## config.mk

```make
export PLATFORM = sky130hd
export DESIGN_NAME = eth_tx_pkt_arbiter_flat
export DESIGN_NICKNAME = d
export VERILOG_FILES = /design/src/rtl/eth_tx_pkt_arbiter_if.sv /design/src/rtl/eth_tx_pkt_arbiter.sv /design/src/flat_wrapper.sv
export SDC_FILE = /design/constraint.sdc
export NUM_CORES = 1
export LEC_CHECK = 0
export BUFFER_PORTS_ARGS = -buffer_cell sky130_fd_sc_hd__buf_4
export CAP_MARGIN = 20
export CELL_PAD_IN_SITES_DETAIL_PLACEMENT = 1
export CELL_PAD_IN_SITES_GLOBAL_PLACEMENT = 2
export CORE_AREA = 2 2 616 618
export CTS_BUF_LIST = sky130_fd_sc_hd__clkbuf_4
export CTS_CLUSTER_DIAMETER = 100
export DETAILED_ROUTE_END_ITERATION = 7
export DIE_AREA = 0 0 618 620
export PLACE_DENSITY = 0.32
export SLEW_MARGIN = 20
export SYNTH_ARGS = -nofsm -noshare
export SYNTH_HDL_FRONTEND = slang
export SYNTH_SLANG_ARGS = --single-unit
```

## constraint.sdc

```tcl
create_clock -name bus_clk -period 3.23 [get_ports bus_clk]
set_input_delay 0.646 -clock bus_clk [delete_from_list [all_inputs] [get_ports bus_clk]]
set_output_delay 0.646 -clock bus_clk [all_outputs]
set_load 0.02 [all_outputs]
```

## src/rtl/eth_tx_pkt_arbiter_if.sv

```systemverilog
// eth_tx_pkt_arbiter_if: AXI-Stream Ethernet frame channel (tdata/tuser/tlast/tvalid/tready)
interface eth_tx_pkt_arbiter_if #(
  parameter int EWIDTH = 512,
  parameter int UWIDTH = $clog2(EWIDTH/8)+1
);
  logic [EWIDTH-1:0] tdata;
  logic [UWIDTH-1:0] tuser;
  logic              tlast;
  logic              tvalid;
  logic              tready;
  modport master(output tdata, tuser, tlast, tvalid, input tready);
  modport slave(input tdata, tuser, tlast, tvalid, output tready);
endinterface

```

## src/rtl/eth_tx_pkt_arbiter.sv

```systemverilog
// eth_tx_pkt_arbiter: packet-atomic CHDR/CPU merge onto MAC TX with bounded CHDR bursts; ETH_TX_ARB_STATS_EN adds packet counters
module eth_tx_pkt_arbiter #(
  parameter int EWIDTH     = 512,
  parameter int UWIDTH     = $clog2(EWIDTH/8)+1,
  parameter int CHDR_BURST = 4
) (
  input  logic                 bus_clk,
  input  logic                 bus_rst_n,
  eth_tx_pkt_arbiter_if.slave  s0,
  eth_tx_pkt_arbiter_if.slave  s1,
  eth_tx_pkt_arbiter_if.master m,
  output logic [1:0]           cur_grant
`ifdef ETH_TX_ARB_STATS_EN
  ,
  input  logic                 stats_clr,
  output logic [31:0]          chdr_pkt_cnt,
  output logic [31:0]          cpu_pkt_cnt
`endif
);
  typedef enum logic [1:0] {IDLE, PASS0, PASS1} state_t;
  localparam logic [3:0] BURST_MAX = 4'(CHDR_BURST);
  state_t            state, state_nxt;
  logic [3:0]        burst_cnt;
  logic [EWIDTH-1:0] tdata_sel;
  logic [UWIDTH-1:0] tuser_sel;
  logic              tlast_sel;
  logic              tvalid_sel;
  logic              done;
  // state register; reset lands in IDLE so every output drops to zero at once
  always_ff @(posedge bus_clk or negedge bus_rst_n)
    if (!bus_rst_n) state <= IDLE;
    else state <= state_nxt;
  // arbitration in IDLE, combinational pass-through of the granted port while passing
  always_comb begin
    state_nxt  = state;
    tdata_sel  = '0;
    tuser_sel  = '0;
    tlast_sel  = 1'b0;
    tvalid_sel = 1'b0;
    s0.tready  = 1'b0;
    s1.tready  = 1'b0;
    cur_grant  = 2'b00;
    done       = 1'b0;
    case (state)
      IDLE: state_nxt = (s0.tvalid && (!s1.tvalid || burst_cnt < BURST_MAX)) ? PASS0 :
                        s1.tvalid ? PASS1 : IDLE;
      PASS0: begin
        tdata_sel  = s0.tdata;
        tuser_sel  = s0.tuser;
        tlast_sel  = s0.tlast;
        tvalid_sel = s0.tvalid;
        s0.tready  = m.tready;
        cur_grant  = 2'b01;
        done       = s0.tvalid & m.tready & s0.tlast;
        state_nxt  = done ? IDLE : PASS0;
      end
      PASS1: begin
        tdata_sel  = s1.tdata;
        tuser_sel  = s1.tuser;
        tlast_sel  = s1.tlast;
        tvalid_sel = s1.tvalid;
        s1.tready  = m.tready;
        cur_grant  = 2'b10;
        done       = s1.tvalid & m.tready & s1.tlast;
        state_nxt  = done ? IDLE : PASS1;
      end
      default: state_nxt = IDLE;
    endcase
  end
  assign m.tdata  = tdata_sel;
  assign m.tuser  = tuser_sel;
  assign m.tlast  = tlast_sel;
  assign m.tvalid = tvalid_sel;
  // consecutive CHDR grants, saturating; any CPU grant restarts the run
  always_ff @(posedge bus_clk or negedge bus_rst_n)
    if (!bus_rst_n) burst_cnt <= '0;
    else if (state == IDLE && state_nxt == PASS0) burst_cnt <= (burst_cnt < BURST_MAX) ? burst_cnt + 4'd1 : burst_cnt;
    else if (state == IDLE && state_nxt == PASS1) burst_cnt <= '0;
`ifdef ETH_TX_ARB_STATS_EN
  // forwarded-packet counters; clear wins over a same-cycle increment
  always_ff @(posedge bus_clk or negedge bus_rst_n)
    if (!bus_rst_n) begin
      chdr_pkt_cnt <= '0;
      cpu_pkt_cnt  <= '0;
    end else if (stats_clr) begin
      chdr_pkt_cnt <= '0;
      cpu_pkt_cnt  <= '0;
    end else begin
      if (done && state == PASS0) chdr_pkt_cnt <= chdr_pkt_cnt + 32'd1;
      if (done && state == PASS1) cpu_pkt_cnt <= cpu_pkt_cnt + 32'd1;
    end
`endif
endmodule

```

## src/flat_wrapper.sv

```systemverilog
// flat-port wrapper written by rule: the top's interface ports become plain ports
module eth_tx_pkt_arbiter_flat 
#(
  parameter int EWIDTH     = 512,
  parameter int UWIDTH     = $clog2(EWIDTH/8)+1,
  parameter int CHDR_BURST = 4
)
  (bus_clk, bus_rst_n, cur_grant, s0_tdata, s0_tuser, s0_tlast, s0_tvalid, s0_tready, s1_tdata, s1_tuser, s1_tlast, s1_tvalid, s1_tready, m_tdata, m_tuser, m_tlast, m_tvalid, m_tready);
  eth_tx_pkt_arbiter_if #(.EWIDTH(EWIDTH), .UWIDTH(UWIDTH)) s0_i ();
  eth_tx_pkt_arbiter_if #(.EWIDTH(EWIDTH), .UWIDTH(UWIDTH)) s1_i ();
  eth_tx_pkt_arbiter_if #(.EWIDTH(EWIDTH), .UWIDTH(UWIDTH)) m_i ();
  input  logic bus_clk;
  input  logic bus_rst_n;
  output logic [1:0] cur_grant;
  input wire logic [$bits(s0_i.tdata)-1:0] s0_tdata;
  input wire logic [$bits(s0_i.tuser)-1:0] s0_tuser;
  input wire logic [$bits(s0_i.tlast)-1:0] s0_tlast;
  input wire logic [$bits(s0_i.tvalid)-1:0] s0_tvalid;
  output wire logic [$bits(s0_i.tready)-1:0] s0_tready;
  input wire logic [$bits(s1_i.tdata)-1:0] s1_tdata;
  input wire logic [$bits(s1_i.tuser)-1:0] s1_tuser;
  input wire logic [$bits(s1_i.tlast)-1:0] s1_tlast;
  input wire logic [$bits(s1_i.tvalid)-1:0] s1_tvalid;
  output wire logic [$bits(s1_i.tready)-1:0] s1_tready;
  output wire logic [$bits(m_i.tdata)-1:0] m_tdata;
  output wire logic [$bits(m_i.tuser)-1:0] m_tuser;
  output wire logic [$bits(m_i.tlast)-1:0] m_tlast;
  output wire logic [$bits(m_i.tvalid)-1:0] m_tvalid;
  input wire logic [$bits(m_i.tready)-1:0] m_tready;
  assign s0_i.tdata = s0_tdata;
  assign s0_i.tuser = s0_tuser;
  assign s0_i.tlast = s0_tlast;
  assign s0_i.tvalid = s0_tvalid;
  assign s0_tready = s0_i.tready;
  assign s1_i.tdata = s1_tdata;
  assign s1_i.tuser = s1_tuser;
  assign s1_i.tlast = s1_tlast;
  assign s1_i.tvalid = s1_tvalid;
  assign s1_tready = s1_i.tready;
  assign m_tdata = m_i.tdata;
  assign m_tuser = m_i.tuser;
  assign m_tlast = m_i.tlast;
  assign m_tvalid = m_i.tvalid;
  assign m_i.tready = m_tready;
  eth_tx_pkt_arbiter #(.EWIDTH(EWIDTH), .UWIDTH(UWIDTH), .CHDR_BURST(CHDR_BURST)) u_core (.bus_clk(bus_clk), .bus_rst_n(bus_rst_n), .s0(s0_i), .s1(s1_i), .m(m_i), .cur_grant(cur_grant));
endmodule
```

==> impl_metrics.yaml, run 1 <==
sta:
  hold-worst-slack_ns: 0.212
  period_share_pct: 101
  tightest_slew_ns: 0.742
  finalWorstSetupSlack_ns: -0.0415
  hold_viol: 0
  tns_ns: -0.0415
  slew_headroom_pct: 50.5
  slew_viol_final: 0
  fin_worst_skew_ns: 0.00178
  finalSetupViolCount: 1
  max_freq_mhz: 306
  rsz0062_at_grt: "false"
  min_period_ns: 3.27
worst_setup_path:
  cp_slowest_cell: "a22oi_1"
  crit_required_ns: 2.58
  crit_fanout: 26
  cp.arrival_ns: 2.63
  cp-end-kind: "primary output"
  cp_common_cell: "buf_12"
  worst_setup_path_start_kind: "flip-flop"
  r2r_start: "u_core.state[1]"
  critPathLaunch: "u_core.state[0]"
  critPathKind: "reg -> out"
  crit_buf_inv: 5
  crit_family: "buffers and inverters"
  cpPeakStageDelay_ns: 0.62
  crit_chain: "inv_1, ha_4, buf_12, buf_12, buf_16, a22oi_1, nor2b_1, buf_4"
drt:
  first_pass_iters: 5
  vias: 19000
  drtIter0Drc: 1153
  routed_wl_um: 295000
  drc: 0
  ant_nets: 0
  wl_per_cell_um: 37.7
  routed_via_density: 2.43
floorplanning:
  rows: 226
  initial_core_util_pct: 2.21
  fp.dieH_um: 620
  coreArea_sq_um: 377000
  die_w_um: 618
  die_area_sq_um: 383000
  io_pins: 1570
clocking:
  cts_hold_buf: 0
  clock_sinks: 6
  clock_latency_ns: 0.24
  cts_tree: "built"
  clockBufferDepth: 2
  cts_buffers: 3
  postCtsSetupBuffers: 0
  htree_num_levels: 1
  path_clk_slew_ns: 0.05
  root_buffer: "clkbuf_4"
global_route:
  antenna_found_initial: 405
  grt_pass1_wl_um: 334000
  grt_pass1_vias: 18300
  overflow: 0
  grt_util_all_layers_pct: 14.6
  grt_max_degree: 75
logic_synthesis:
  ys_warn_count: 0
  syn_avg_cell_area_sq_um: 6.61
  async_flop_share_pct: 100
  ys_seq_area_share_pct: 1.80
  synth_most_common_cell: "nor2b_1"
  synthCells: 1263
  synthTopCellsByCount: "nor2b_1, a22oi_1, clkbuf_1, buf_2, ha_1"
  syn_nets: 2315
  syn_area_sq_um: 8350
  yosysTopAreaCell: "a22oi_1"
  netlist.area_leader.share_pct: 46.8
  synth_edf_count: 0
  ys_types: 29
  ys_top_cells_by_area: "a22oi_1, nor2b_1, clkbuf_1"
  ys_seq_elements: 6
  ys.flop_type: "dfrtp_1"
placed_design:
  place.detailed.hpwl_um: 279000
  io_buffer_count: 1569
  place.gp.congestion: 0.827
  dp_cells: 7766
min_path:
  hp-class: "in -> async"
finish:
  area.growth.synth_to_final_pct: 224
  nets: 3808
  final_core_util_pct: 7.17
  final_cells: 7819
  drive_gt1_share_pct: 61.1
  n_fill_cell: 45300
run_status:
  violations: "negative setup slack"
  status: "finished, violations left"
power_and_ir_drop:
  p_leak_nw: 10.3
  power_w: 0.0209
  powerDensity_nw_per_um2: 775
  peakVddDrop_uv: 468
flow_run:
  cap_viol_max_count: 0
==> state kept, by name, summed over array words and instances, names as in the netlist <==
name and flops:
u_core.burst_cnt 4, u_core.state 2
==> final timing paths <==
| kind | endpoint | cells after the start | slack (ns) |
|---|---|---|---|
| min in group bus_clk | u_core.burst_cnt[1] | 1 | 0.51 |
| max reg2reg | u_core.burst_cnt[0] | 6 | 1.22 |
| min | u_core.burst_cnt[3] | 1 | 0.21 |
| max | m_tdata[181] | 8 | -0.04 |
| min reg2reg | u_core.burst_cnt[1] | 1 | 0.51 |
| max in group asynchronous | u_core.burst_cnt[2] | 1 | 2.90 |
==> stage by stage <==
stage                     cell area [sq um]  worst slack [ns]
after floorplan                        8350             0.812
after global placement                26800           -0.0113
after detailed placement              26800           -0.0309
after CTS                             26900            0.0140
after global routing                  26900           0.00516
final                                 27000           -0.0415
==> power breakdown <==
group	internal, W	switching [W]
clock	0.0000419	0.0000257
combinational	0.00822	0.0125
sequential	0.000101	0.0000339
==> timing repair <==
| item | 4_1_cts | 5_1_grt |
|---|---|---|
| pin swaps | 0 | 0 |
| gates resized for setup | 12 | 4 |
| setup endpoints to repair | 9 | 8 |
| gates cloned | 0 | 1 |
==> cell usage in the layout (no fill, tap or decap), types with 2 or more instances in the layout <==
| cell type | n |
|---|---|
| dfrtp_1 | 6 |
| and2_1 | 3 |
| nor2b_1 | 520 |
| clkbuf_4 | 3 |
| buf_6 | 2 |
| buf_16 | 3 |
| o21ai_1 | 3 |
| a22oi_1 | 513 |
| nor2_1 | 4 |
| nor2b_2 | 2 |
| diode_2 | 49 |
| a22oi_2 | 8 |
| a32oi_1 | 2 |
| ha_1 | 4 |
| buf_12 | 28 |
| buf_4 | 1628 |
| ha_4 | 3 |
| nand2_1 | 3 |
==> per-layer routing <==
metal / routed length, um / track usage, %
met1: 97800 / 14.4
met2: 152000 / 27.4
met3: 38400 / 8.18
met4: 4830 / 1.10
met5: 1380 / 0
==> area by class of cell <==
class	instances	area, sq um	share of cell area (%)
diodes	49	123	0.453
clock buffers	3	22.5	0.0833
inverters	2	7.51	0.0278
multi-input cells	1081	7550	27.9
flip-flops and latches	6	150	0.555
well taps	5016	6280	23.2
repair buffers	1662	12900	47.7
==> worst reg2reg max path: cells and delay by family, from the launching register on <==
family	cells	cell delay [ns]
mux	1	0.23
compound gates	1	0.19
flops	1	0.45
fa+ha+maj	1	0.25
buf+inv	2	0.37
simple gates	1	0.46
==> cell families (layout without fill, tap and decap cells) <==
| kind of cell | after synthesis | count (layout) | synth area share [%] |
|---|---|---|---|
| muxes | 1 | 1 | 0.180 |
| buffers and inverters | 176 | 1667 | 8.77 |
| and+or+nand+nor | 538 | 538 | 40.2 |
| adders and majority gates | 7 | 7 | 1.05 |
| other | 0 | 49 | 0 |
| AOI/OAI and AO/OA | 535 | 535 | 48.0 |
| DFF | 6 | 6 | 1.80 |
Power figures use the tool's default switching activity.
==> run 2: changes to the inputs <==
ABC_AREA = 1   (was default)
CORE_AREA = 2 2 607 609   (was 2 2 616 618)
DIE_AREA = 0 0 609 611   (was 0 0 618 620)
PLACE_DENSITY = 0.34   (was 0.32)
==> impl_metrics.yaml, run 2 <==
run_status:
  status: "completed"
worst_setup_path:
  crit_chain: "inv_1, ha_4, buf_12, buf_4, buf_4, nand2_1, a21oi_1, buf_4"
  cp.arrival_ns: 2.54
  cp_slowest_cell: "dfrtp_2"
  crit_required_ns: 2.58
  critPathKind: "reg -> out"
  cpPeakStageDelay_ns: 0.45
  critPathLaunch: "u_core.state[0]"
  cp-end-kind: "primary output"
  r2r_slack_ns: 0.97
  cp_common_cell: "buf_4"
  r2r_end: "u_core.burst_cnt[2]"
  worst_setup_path_start_kind: "flip-flop"
  r2r_start: "u_core.state[1]"
  r2r_cells: 10
  crit_fanout: 19
global_route:
  grt_util_all_layers_pct: 16.2
  overflow: 0
  grt_pass1_wl_um: 364000
  antenna_found_initial: 338
  grt_max_degree: 64
  grt_pass1_vias: 21200
drt:
  top_layer: "met5"
  met1_length_um: 118000
  routed_via_density: 2.51
  drtIter0Drc: 1307
  wl_per_cell_um: 38.3
  vias: 20700
  wl_met2_um: 152000
  routed_wl_um: 315000
  ant_nets: 0
  drc: 0
  first_pass_iters: 5
  wl_met3_um: 36500
logic_synthesis:
  ys_seq_elements: 6
  syn_area_sq_um: 7820
  yosysTopAreaCell: "nand2_1"
  syn_avg_cell_area_sq_um: 4.35
  ys_types: 22
  ys.flop_type: "dfrtp_1"
  async_flop_share_pct: 100
  ys_warn_count: 0
  synth_most_common_cell: "nand2_1"
  synthTopCellsByCount: "nand2_1, a21oi_1, buf_2, clkbuf_1, buf_1"
  syn_nets: 2849
  netlist.area_leader.share_pct: 50.7
  ys_top_cells_by_area: "nand2_1, a21oi_1, buf_2"
  synth_edf_count: 0
  synthCells: 1797
  ys_seq_area_share_pct: 1.92
clocking:
  clock_latency_ns: 0.25
  cts_buffers: 3
  root_buffer: "clkbuf_4"
  postCtsSetupBuffers: 0
  cts_tree: "built"
  cts_hold_buf: 0
  clockBufferDepth: 2
  path_clk_slew_ns: 0.06
  clock_sinks: 6
  htree_num_levels: 1
finish:
  reg_top3: "u_core.burst_cnt x4, u_core.state x2"
  nets: 4396
  area.growth.synth_to_final_pct: 245
  n_fill_cell: 44400
  final_cell_mix: "buf_4, nand2_1, a21oi_1, a21oi_2, a21oi_4"
  final_common_cell: "buf_4"
  regMostFlops: "u_core.burst_cnt"
  largest_reg_flops: 4
  drive_gt1_share_pct: 53.5
sta:
  slew_viol_final: 0
  period_share_pct: 98.6
  tns_ns: 0
  hold-worst-slack_ns: 0.199
  slew_headroom_pct: 57.1
  hold_viol: 0
  max_freq_mhz: 314
  min_period_ns: 3.19
  finalSetupViolCount: 0
  tightest_slew_ns: 0.644
  rsz0062_at_grt: "false"
  fin_worst_skew_ns: 0.00292
floorplanning:
  rows: 222
  io_pins: 1570
  coreArea_sq_um: 365000
  die_area_sq_um: 372000
  fp.dieH_um: 611
  initial_core_util_pct: 2.14
  die_w_um: 609
placed_design:
  place.gp.congestion: 1.01
  io_buffer_count: 1569
  place.detailed.hpwl_um: 299000
power_and_ir_drop:
  peakVddDrop_uv: 652
  powerDensity_nw_per_um2: 977
  p_leak_nw: 10.8
flow_run:
  cap_viol_max_count: 0
min_path:
  hp-class: "in -> async"
-- run 2: critical path: cells and delay by family, from the launching register on --
family / cells / cell delay (ns)
adder cells (fa/ha/maj): 1 / 0.22
buffers and inverters: 5 / 1.12
AO/OA/AOI/OAI: 1 / 0.39
AND/OR/NAND/NOR: 1 / 0.07
flip-flops: 1 / 0.45
-- run 2: area by class of cell --
type                    instances  area (sq um)  share of cell area (%)
diodes                         75           188                   0.695
clock buffers                   3          22.5                  0.0834
inverters                      12          52.6                   0.195
multi-input cells            1606          7250                    26.9
flip-flops and latches          6           151                   0.561
well taps                    4816          6030                    22.3
repair buffers               1715         13300                    49.3
-- run 2: metrics by stage --
step | setup WS (ns) | instances | instance area [sq um] | utilization [%] | total power, W
floorplan | 1.04 | 1797 | 7820 | - | 0.0103
global placement | -0.949 | 8155 | 26300 | 7.19 | 0.0268
detailed placement | -0.610 | 8155 | 26300 | 7.20 | 0.0266
CTS | -0.0573 | 8158 | 26800 | 7.33 | 0.0275
global route | 0.0000513 | 8182 | 26900 | 7.36 | 0.0279
finish | 0.0447 | 8233 | 27000 | 7.40 | 0.0264
-- run 2: per-layer routing --
layer  vias up  GRT usage [%]
li1       8956              -
met1      9841           17.6
met2      1162           28.2
met3       478           8.52
met4       248           2.36
met5         -              0
-- run 2: power by group --
group | switching [W] | internal [W] | leakage (nW)
Combinational | 0.0183 | 0.00791 | 10.7
Sequential | 0.0000312 | 0.0000979 | 0.0795
Clock | 0.0000354 | 0.0000426 | 0.0143
Total | 0.0183 | 0.00805 | 10.8
-- run 2: cell families after synthesis --
| group | synth area share [%] |
|---|---|
| fa+ha+maj | 1.12 |
| simple gates | 52.3 |
| flops | 1.92 |
| compound gates | 33.8 |
| buf+inv | 10.7 |
| xor+xnor | 0.112 |
-- run 2: worst max-delay path by stage --
| stage | end | slack (ns) | cells after the start |
|---|---|---|---|
| floorplan | m_tdata[425] | 1.04 | 7 |
| global placement | m_tdata[488] | -0.95 | 7 |
| detailed placement | m_tdata[39] | -0.61 | 7 |
| CTS | m_tdata[477] | -0.06 | 7 |
| global route | m_tdata[331] | 0.00005 | 7 |
| finish | m_tdata[432] | 0.04 | 8 |
-- run 2: what timing repair did --
| item | 4_1_cts | 5_1_grt |
|---|---|---|
| resized for setup | 95 | 7 |
| pin swaps | 5 | 0 |
| gates cloned | 0 | 1 |
| endpoints found under the setup margin | 71 | 26 |
==> run 3: changes to the inputs <==
CTS_BUF_LIST = default   (was sky130_fd_sc_hd__clkbuf_4)
==> impl_metrics.yaml, run 3 (synthesis gave the netlist of run 2 again) <==
clocking:
  clock_latency_ns: 0.23
  clockBufferDepth: 2
  clock_sinks: 6
  postCtsSetupBuffers: 0
  cts_buffers: 3
  htree_num_levels: 1
  cts_hold_buf: 0
  cts_tree: "built"
  path_clk_slew_ns: 0.04
  root_buffer: "clkbuf_16"
worst_setup_path:
  cp_common_cell: "buf_4"
  crit_family: "buffers and inverters"
  cp_slowest_cell: "dfrtp_1"
  r2r_end: "u_core.burst_cnt[2]"
  crit_required_ns: 2.58
  crit_fanout: 40
  r2r_slack_ns: 0.97
  critPathLaunch: "u_core.state[1]"
  endpoint: "m_tdata[243]"
  r2r_cells: 10
  crit_buf_inv: 4
  cp-end-kind: "primary output"
  crit_chain: "inv_1, ha_4, buf_12, nand2_1, a21oi_2, buf_4, buf_4"
  worst_setup_path_start_kind: "flip-flop"
  r2r_start: "u_core.state[1]"
  cp.arrival_ns: 2.53
  cpPeakStageDelay_ns: 0.44
  path_depth: 7
  critPathKind: "reg -> out"
global_route:
  grt_use_met2_pct: 28.0
  grt_pass1_wl_um: 364000
  grt_pass1_vias: 21200
  grt_use_met3_pct: 8.50
  met1_usage_pct: 17.6
  antenna_found_initial: 341
  grt_util_all_layers_pct: 16.2
  grt_max_degree: 64
  overflow: 0
  grt-busiest-layer: "met2"
flow_run:
  cap_viol_max_count: 0
floorplanning:
  rows: 222
  die_w_um: 609
  initial_core_util_pct: 2.14
  io_pins: 1570
  die_area_sq_um: 372000
  coreArea_sq_um: 365000
  fp.dieH_um: 611
sta:
  fin_worst_skew_ns: 0.00329
  rsz0062_at_grt: "false"
  max_freq_mhz: 315
  slew_viol_final: 0
  finalSetupViolCount: 0
  min_period_ns: 3.18
  slew_headroom_pct: 60.2
  hold_viol: 0
  period_share_pct: 98.4
  tightest_slew_ns: 0.598
finish:
  drive_gt1_share_pct: 53.4
  largest_reg_flops: 4
  final_core_util_pct: 7.39
  multiInputGateArea_sq_um: 7250
  nets: 4396
  area.growth.synth_to_final_pct: 245
  final_cell_mix: "buf_4, nand2_1, a21oi_1, a21oi_2, a21oi_4"
  final_cells: 8225
  ff_latch_area_sq_um: 150
  n_fill_cell: 44400
  reg_top3: "u_core.burst_cnt x4, u_core.state x2"
  final_common_cell: "buf_4"
  regMostFlops: "u_core.burst_cnt"
drt:
  wl_per_cell_um: 38.3
  vias: 20800
  first_pass_iters: 5
  routed_wl_um: 315000
  ant_nets: 0
  drc: 0
  routed_via_density: 2.53
  drtIter0Drc: 1280
placed_design:
  dp_cells: 8155
  place.detailed.hpwl_um: 299000
  io_buffer_count: 1569
  place.gp.congestion: 1.01
power_and_ir_drop:
  p_leak_nw: 10.8
  power_w: 0.0264
  powerDensity_nw_per_um2: 979
  peakVddDrop_uv: 587
run_status:
  status: "completed"
min_path:
  hp-class: "in -> async"
## run 3: where the power goes
| group | internal, W | switching (W) |
|---|---|---|
| Combinational | 0.00787 | 0.0182 |
| Clock | 0.000160 | 0.0000502 |
| Sequential | 0.0000970 | 0.0000311 |
## run 3: final cells by class
type / count / share of cell area (%)
diodes: 67 / 0.621
flip-flops and latches: 6 / 0.556
clock buffers: 3 / 0.278
well taps: 4816 / 22.3
repair buffers: 1715 / 49.2
multi-input cells: 1606 / 26.9
inverters: 12 / 0.195
## run 3: worst min-delay path by stage
stage                   start                   to  slack [ns]
finish              bus_rst_n  u_core.burst_cnt[3]        0.22
global route        bus_rst_n  u_core.burst_cnt[3]        0.22
CTS                 bus_rst_n  u_core.burst_cnt[3]        0.23
detailed placement  bus_rst_n  u_core.burst_cnt[3]        0.47
global placement    bus_rst_n  u_core.burst_cnt[3]        0.48
floorplan           bus_rst_n  u_core.burst_cnt[0]        0.35
## run 3: timing repair
action	4_1_cts	5_1_grt
endpoints found under the setup margin	57	15
pin swaps	3	1
gates resized for setup	82	13
## run 3: worst register-to-register path: stages, from the launching register on
cell,delay [ns]
dfrtp_1,0.44
inv_1,0.21
ha_4,0.21
buf_12,0.24
buf_4,0.37
nand2_2,0.14
a21oi_4,0.25
nand3_4,0.13
nand2_4,0.10
nand2_1,0.06
nand2_1,0.06
## run 3: through the flow
step / hold slack (ns) / worst slack (ns) / cell area, sq um / setup TNS [ns]
3_3_place_gp: 0.475 / -0.949 / 26300 / -11.81
2_1_floorplan: 0.350 / 1.04 / 7820 / 0
6_report: 0.222 / 0.0510 / 27000 / 0
4_1_cts: 0.226 / -0.0181 / 26700 / -0.0428
3_5_place_dp: 0.474 / -0.610 / 26300 / -8.02
5_1_grt: 0.224 / 0.0206 / 26900 / 0
## run 3: metal layers
metal	routed length (um)	share of wire, %	up-vias
met4	7070	2.2	250
met3	37400	12	492
li1	-	-	8946
met5	1630	0.52	-
met2	152000	48	1178
met1	117000	37	9912
